## src/rtl/pmsm_v3.sv

```systemverilog
// Fixed-point, cycle-stepped PMSM plant: six-step inverter states in, phase
// currents, torque, speed and electrical position out, one time step per clock.
module pmsm_v3 #(
  parameter int          V_STEP   = 1024,
  parameter int          R_GAIN   = 16,
  parameter int          L_SHIFT  = 4,
  parameter int          F_SHIFT  = 6,
  parameter int          J_SHIFT  = 3,
  parameter int          P_SHIFT  = 4,
  parameter logic [15:0] POS_INIT = 16'd0
) (
  input  logic               clk,
  input  logic               rst_n,
  input  logic [2:0]         V_phase,
  output logic signed [15:0] I_a,
  output logic signed [15:0] I_b,
  output logic signed [15:0] I_c,
  output logic signed [15:0] torque,
  output logic signed [15:0] speed,
  output logic [15:0]        position
);

  localparam logic signed [33:0] V_STEP_S = 34'(V_STEP);
  localparam logic signed [33:0] R_GAIN_S = 34'(R_GAIN);
  // 120 degrees of electrical angle in position counts
  localparam logic [15:0] PHASE_OFS = 16'd21845;

  function automatic logic signed [15:0] sat16(input logic signed [33:0] x);
    if (x > 34'sd32767) begin
      sat16 = 16'sh7fff;
    end else if (x < -34'sd32768) begin
      sat16 = 16'sh8000;
    end else begin
      sat16 = x[15:0];
    end
  endfunction

  // 32-point sine, Q1.14, built from the first quarter wave plus symmetry
  function automatic logic signed [15:0] sin_rom(input logic [4:0] idx);
    logic [3:0]        q;
    logic signed [15:0] mag;
    q = (idx[3:0] > 4'd8) ? (4'd0 - idx[3:0]) : idx[3:0];
    case (q)
      4'd0:    mag = 16'sd0;
      4'd1:    mag = 16'sd3196;
      4'd2:    mag = 16'sd6270;
      4'd3:    mag = 16'sd9102;
      4'd4:    mag = 16'sd11585;
      4'd5:    mag = 16'sd13623;
      4'd6:    mag = 16'sd15137;
      4'd7:    mag = 16'sd16069;
      4'd8:    mag = 16'sd16384;
      default: mag = 16'sd0;
    endcase
    if (idx[4]) begin
      sin_rom = -mag;
    end else begin
      sin_rom = mag;
    end
  endfunction

  function automatic logic signed [33:0] phase_v(input logic x, input logic y, input logic z);
    logic signed [33:0] k;
    k = $signed({32'd0, x, 1'b0}) - $signed({33'd0, y}) - $signed({33'd0, z});
    phase_v = k * V_STEP_S;
  endfunction

  function automatic logic signed [15:0] cur_next(
    input logic signed [15:0] i_x,
    input logic signed [33:0] v_x,
    input logic signed [15:0] s_x,
    input logic signed [15:0] spd
  );
    logic signed [33:0] e_x;
    logic signed [33:0] r_x;
    logic signed [33:0] d_x;
    e_x = 34'(spd) * 34'(s_x);
    e_x = e_x >>> 14;
    r_x = 34'(i_x) * R_GAIN_S;
    r_x = r_x >>> 4;
    d_x = v_x - e_x - r_x;
    d_x = d_x >>> L_SHIFT;
    cur_next = sat16(34'(i_x) + d_x);
  endfunction

  logic signed [33:0] v_a_s, v_b_s, v_c_s;
  logic signed [15:0] s_a_s, s_b_s, s_c_s;
  logic signed [15:0] i_a_nxt_s, i_b_nxt_s, i_c_nxt_s;
  logic signed [15:0] torque_nxt_s, speed_nxt_s;
  logic [15:0]        position_nxt_s;
  logic signed [33:0] tq_sum_s, spd_d_s;
  logic [15:0]        pos_d_s;

  // Next-state evaluation from the current registered state only
  always_comb begin
    v_a_s = phase_v(V_phase[0], V_phase[1], V_phase[2]);
    v_b_s = phase_v(V_phase[1], V_phase[0], V_phase[2]);
    v_c_s = phase_v(V_phase[2], V_phase[0], V_phase[1]);

    s_a_s = sin_rom(position[15:11]);
    s_b_s = sin_rom(5'((position - PHASE_OFS) >> 11));
    s_c_s = sin_rom(5'((position + PHASE_OFS) >> 11));

    i_a_nxt_s = cur_next(I_a, v_a_s, s_a_s, speed);
    i_b_nxt_s = cur_next(I_b, v_b_s, s_b_s, speed);
    i_c_nxt_s = cur_next(I_c, v_c_s, s_c_s, speed);

    tq_sum_s = 34'(I_a) * 34'(s_a_s) + 34'(I_b) * 34'(s_b_s) + 34'(I_c) * 34'(s_c_s);
    tq_sum_s = tq_sum_s >>> 14;
    torque_nxt_s = sat16(tq_sum_s);

    spd_d_s = 34'(torque) - (34'(speed) >>> F_SHIFT);
    spd_d_s = spd_d_s >>> J_SHIFT;
    speed_nxt_s = sat16(34'(speed) + spd_d_s);

    // position deliberately wraps modulo one electrical revolution
    pos_d_s = 16'(34'(speed) >>> P_SHIFT);
    position_nxt_s = position + pos_d_s;
  end

  // Plant state registers
  always_ff @(posedge clk or negedge rst_n) begin
    if (!rst_n) begin
      I_a      <= 16'sd0;
      I_b      <= 16'sd0;
      I_c      <= 16'sd0;
      torque   <= 16'sd0;
      speed    <= 16'sd0;
      position <= POS_INIT;
    end else begin
      I_a      <= i_a_nxt_s;
      I_b      <= i_b_nxt_s;
      I_c      <= i_c_nxt_s;
      torque   <= torque_nxt_s;
      speed    <= speed_nxt_s;
      position <= position_nxt_s;
    end
  end

endmodule

```

## config.mk

```make
export PLATFORM = sky130hd
export DESIGN_NAME = pmsm_v3
export DESIGN_NICKNAME = d
export VERILOG_FILES = /design/src/rtl/pmsm_v3.sv
export SDC_FILE = /design/constraint.sdc
export NUM_CORES = 2
export LEC_CHECK = 0
export CAP_MARGIN = 20
export CORE_UTILIZATION = 30
export DETAILED_ROUTE_END_ITERATION = 8
export HOLD_SLACK_MARGIN = 0.02
export PLACE_DENSITY_LB_ADDON = 0.2
export SYNTH_ARGS = -nofsm -noshare
export SYNTH_HDL_FRONTEND = slang
export SYNTH_SLANG_ARGS = --single-unit
```

## constraint.sdc

```tcl
create_clock -name clk -period 24 [get_ports clk]
set_clock_uncertainty 0.2 [all_clocks]
set_input_delay 7.2 -clock clk [delete_from_list [all_inputs] [get_ports clk]]
set_output_delay 7.2 -clock clk [all_outputs]
set_load 0.02 [all_outputs]
```

==> out/metrics.cfg <==
[sta]
slew_viol_final=0
rsz0062_at_grt=no
fin_crit_sh_pct=70.4
tns_ns=0
layout_setup_ws_ns=7.10
timing_hold_violations_final=0
whs_ns=0.406
tightest_slew_ns=1.07
fmax_mhz=59.2
fin_crit_ns=16.90
setup_viol=0
slew_headroom_pct=28.2

[critical_path]
cp_slowest_cell=dfrtp_1
worst_setup_path_end_kind=flip-flop
cp-start-kind=flip-flop
crit_fanout=32
critPathMaxStageDelay_ns=0.93
crit_type=reg2reg
rr_startpoint=position[12]
crit_required_ns=24.10
crit_start=position[12]
critPathMostFrequentCell=a21oi_1
arrival_ns=17.01

[drt]
wl_met3_um=11200
drt-total-wl_um=227000
drc_errors=0
first_iter_violations=2867
num_vias=50000
met2_length_um=109000
dr.pass1.iters=6
wl_met1_um=102000
highest_layer=met5
avgRoutedWirePerCell_um=21.3
viasPerCell=4.68
ant_nets=0

[clock_tree]
htreeDepth=3
clockRootBuffer=clkbuf_16
cts.reportedPaths.clkPinSlew_ns=0.13
cts_tree=yes
cts_sinks=96
numCtsBuffers=9
ctsResizeCount=0
clockBufferDepth=2
insertion_delay_ns=0.50
ctsHoldBuffers=0
postCtsSetupBuffers=0

[floorplanning]
start_util_pct=30.2
die_h_um=483
boundaryPins=101
rows=176
die_area_um2=234000
core-area_um2=230000
die_width_um=483

[yosys]
synth_cell_types=95
seq_area_frac_synth_pct=3.46
ys_warn_count=0
syn_area_um2=69500
synth_seq_cells=96
avgSynthCellArea_um2=9.04
syn_nets=10100
synth_edf_count=0
synthCells=7691
synthArstFlopShare_pct=100
synth_ff_type=dfrtp_1

[hold_path]
worstHoldPathType=reg2reg
min_from=position[0]

[finish]
stdcell_area_um2=74700
final_layout_size_suffix_gt1_share_pct=3.46
syn_to_final_growth_pct=7.48
fill_cells=24200
finalNetCount=10000

[place]
port_buffers=100
hpwl_um=188000
dp_slack_ns=7.38
dpl_cell_area_um2=74400
gp_congestion=0.902

[global_route]
grt_pass1_vias=55400
grt_usage_pct=20.3
grt-ovfl-total=0
antenna_found_initial=14
grt_pass1_wl_um=355000
grt_max_degree=55

[run_status]
status=completed

[run]
maxCapViolations=0

layout by cell type, fill, tap and decap left out, types with 15 or more instances in the layout:
cell type / n
dfrtp_1: 80
inv_1: 2019
dfrtp_2: 15
and2_1: 396
nor2_1: 288
xor2_1: 60
a211oi_1: 15
a21oi_1: 189
nor3_1: 61
xnor2_2: 15
a21o_1: 56
xnor2_1: 169
or2_2: 27
buf_4: 118
xor2_2: 15
fa_1: 1746
o21a_1: 21
nand3_1: 33
clkdlybuf4s50_1: 99
a31oi_1: 19
ha_1: 632
a21boi_0: 16
o21ai_0: 130
nand2_1: 1065
nand2b_1: 36
o31ai_1: 19
nor2b_1: 49
per-stage QoR:
stage	instances	util, %
finish	10700	32.5
global route	10700	32.5
CTS	10700	32.5
detailed placement	10600	32.3
global placement	10600	32.3
floorplan	7691	-
Yosys cell counts (10+ instances only):
master	instances	area, um2
ha_1	632	7910
and2_1	396	2480
a31oi_1	19	119
nand2b_1	36	225
nand2_1	1065	4000
o21a_1	21	158
xnor2_1	183	1600
a21oi_1	191	956
and3_1	12	75.1
a211oi_1	15	113
o31ai_1	19	143
a21o_1	56	420
o21ai_0	133	666
dfrtp_1	96	2400
nor3_1	62	310
a21boi_0	16	120
nand3_1	33	165
nor2_1	293	1100
inv_1	2019	7580
clkinv_1	10	37.5
o21ai_1	13	65.1
xor2_1	75	657
o21bai_1	13	97.6
clkbuf_1	279	1050
or2_2	27	169
nor2b_1	49	307
nand4_1	14	87.6
o211ai_1	10	75.1
or3_1	13	81.3
fa_1	1746	35000
registers in the layout, summed over array words and instances (netlist names):
name and cells:
I_a 16, I_b 16, I_c 16, position 16, speed 16, torque 16
cell type report:
cell class / count / area, um2 / area share (%)
Clock buffer: 10 / 239 / 0.320
Timing Repair Buffer: 217 / 1880 / 2.51
Sequential cell: 96 / 2420 / 3.25
Inverter: 2034 / 7630 / 10.2
Clock inverter: 6 / 62.6 / 0.0837
Tap cell: 3026 / 3790 / 5.07
Multi-Input combinational cell: 5275 / 58700 / 78.5
Antenna cell: 4 / 10.0 / 0.0134
layer usage:
metal  up-vias  GRT usage (%)
li1      22400              -
met1     26400           27.7
met2      1091           33.9
met3       165           2.68
met4         4           4.84
met5         -              0
cells by family (layout without fill, tap and decap cells):
group | after synthesis | after routing | share of synthesized area, %
buffers and inverters | 2320 | 2267 | 12.5
muxes | 10 | 10 | 0.167
and+or+nand+nor | 2033 | 2033 | 13.3
other | 0 | 4 | 0
DFF | 96 | 96 | 3.46
xor gates and xnor gates | 259 | 259 | 3.27
AOI/OAI and AO/OA | 595 | 595 | 5.57
adders and majority gates | 2378 | 2378 | 61.7
critical path, delay by kind of cell (launching register included):
kind,cells,cell delay [ns]
AO/OA/AOI/OAI,24,5.37
adder cells (fa/ha/maj),13,5.10
AND/OR/NAND/NOR,10,3.04
buffers and inverters,7,0.97
flip-flops,1,0.93
XOR/XNOR,4,0.64
multiplexers,1,0.43
path summary, 6_finish.rpt:
path | slack (ns) | cells past startpoint | end
setup / recovery | 7.10 | 59 | I_c[11]
hold / removal | 0.41 | 1 | position[0]
setup reg to reg | 7.10 | 59 | I_c[11]
hold reg to reg | 0.41 | 1 | position[0]
max in group asynchronous | 15.46 | 2 | I_c[3]
min in group asynchronous | 6.60 | 1 | position[4]
Power is not shown: default switching activity piles up to over one toggle a cycle in this logic, so the estimate is an artifact.
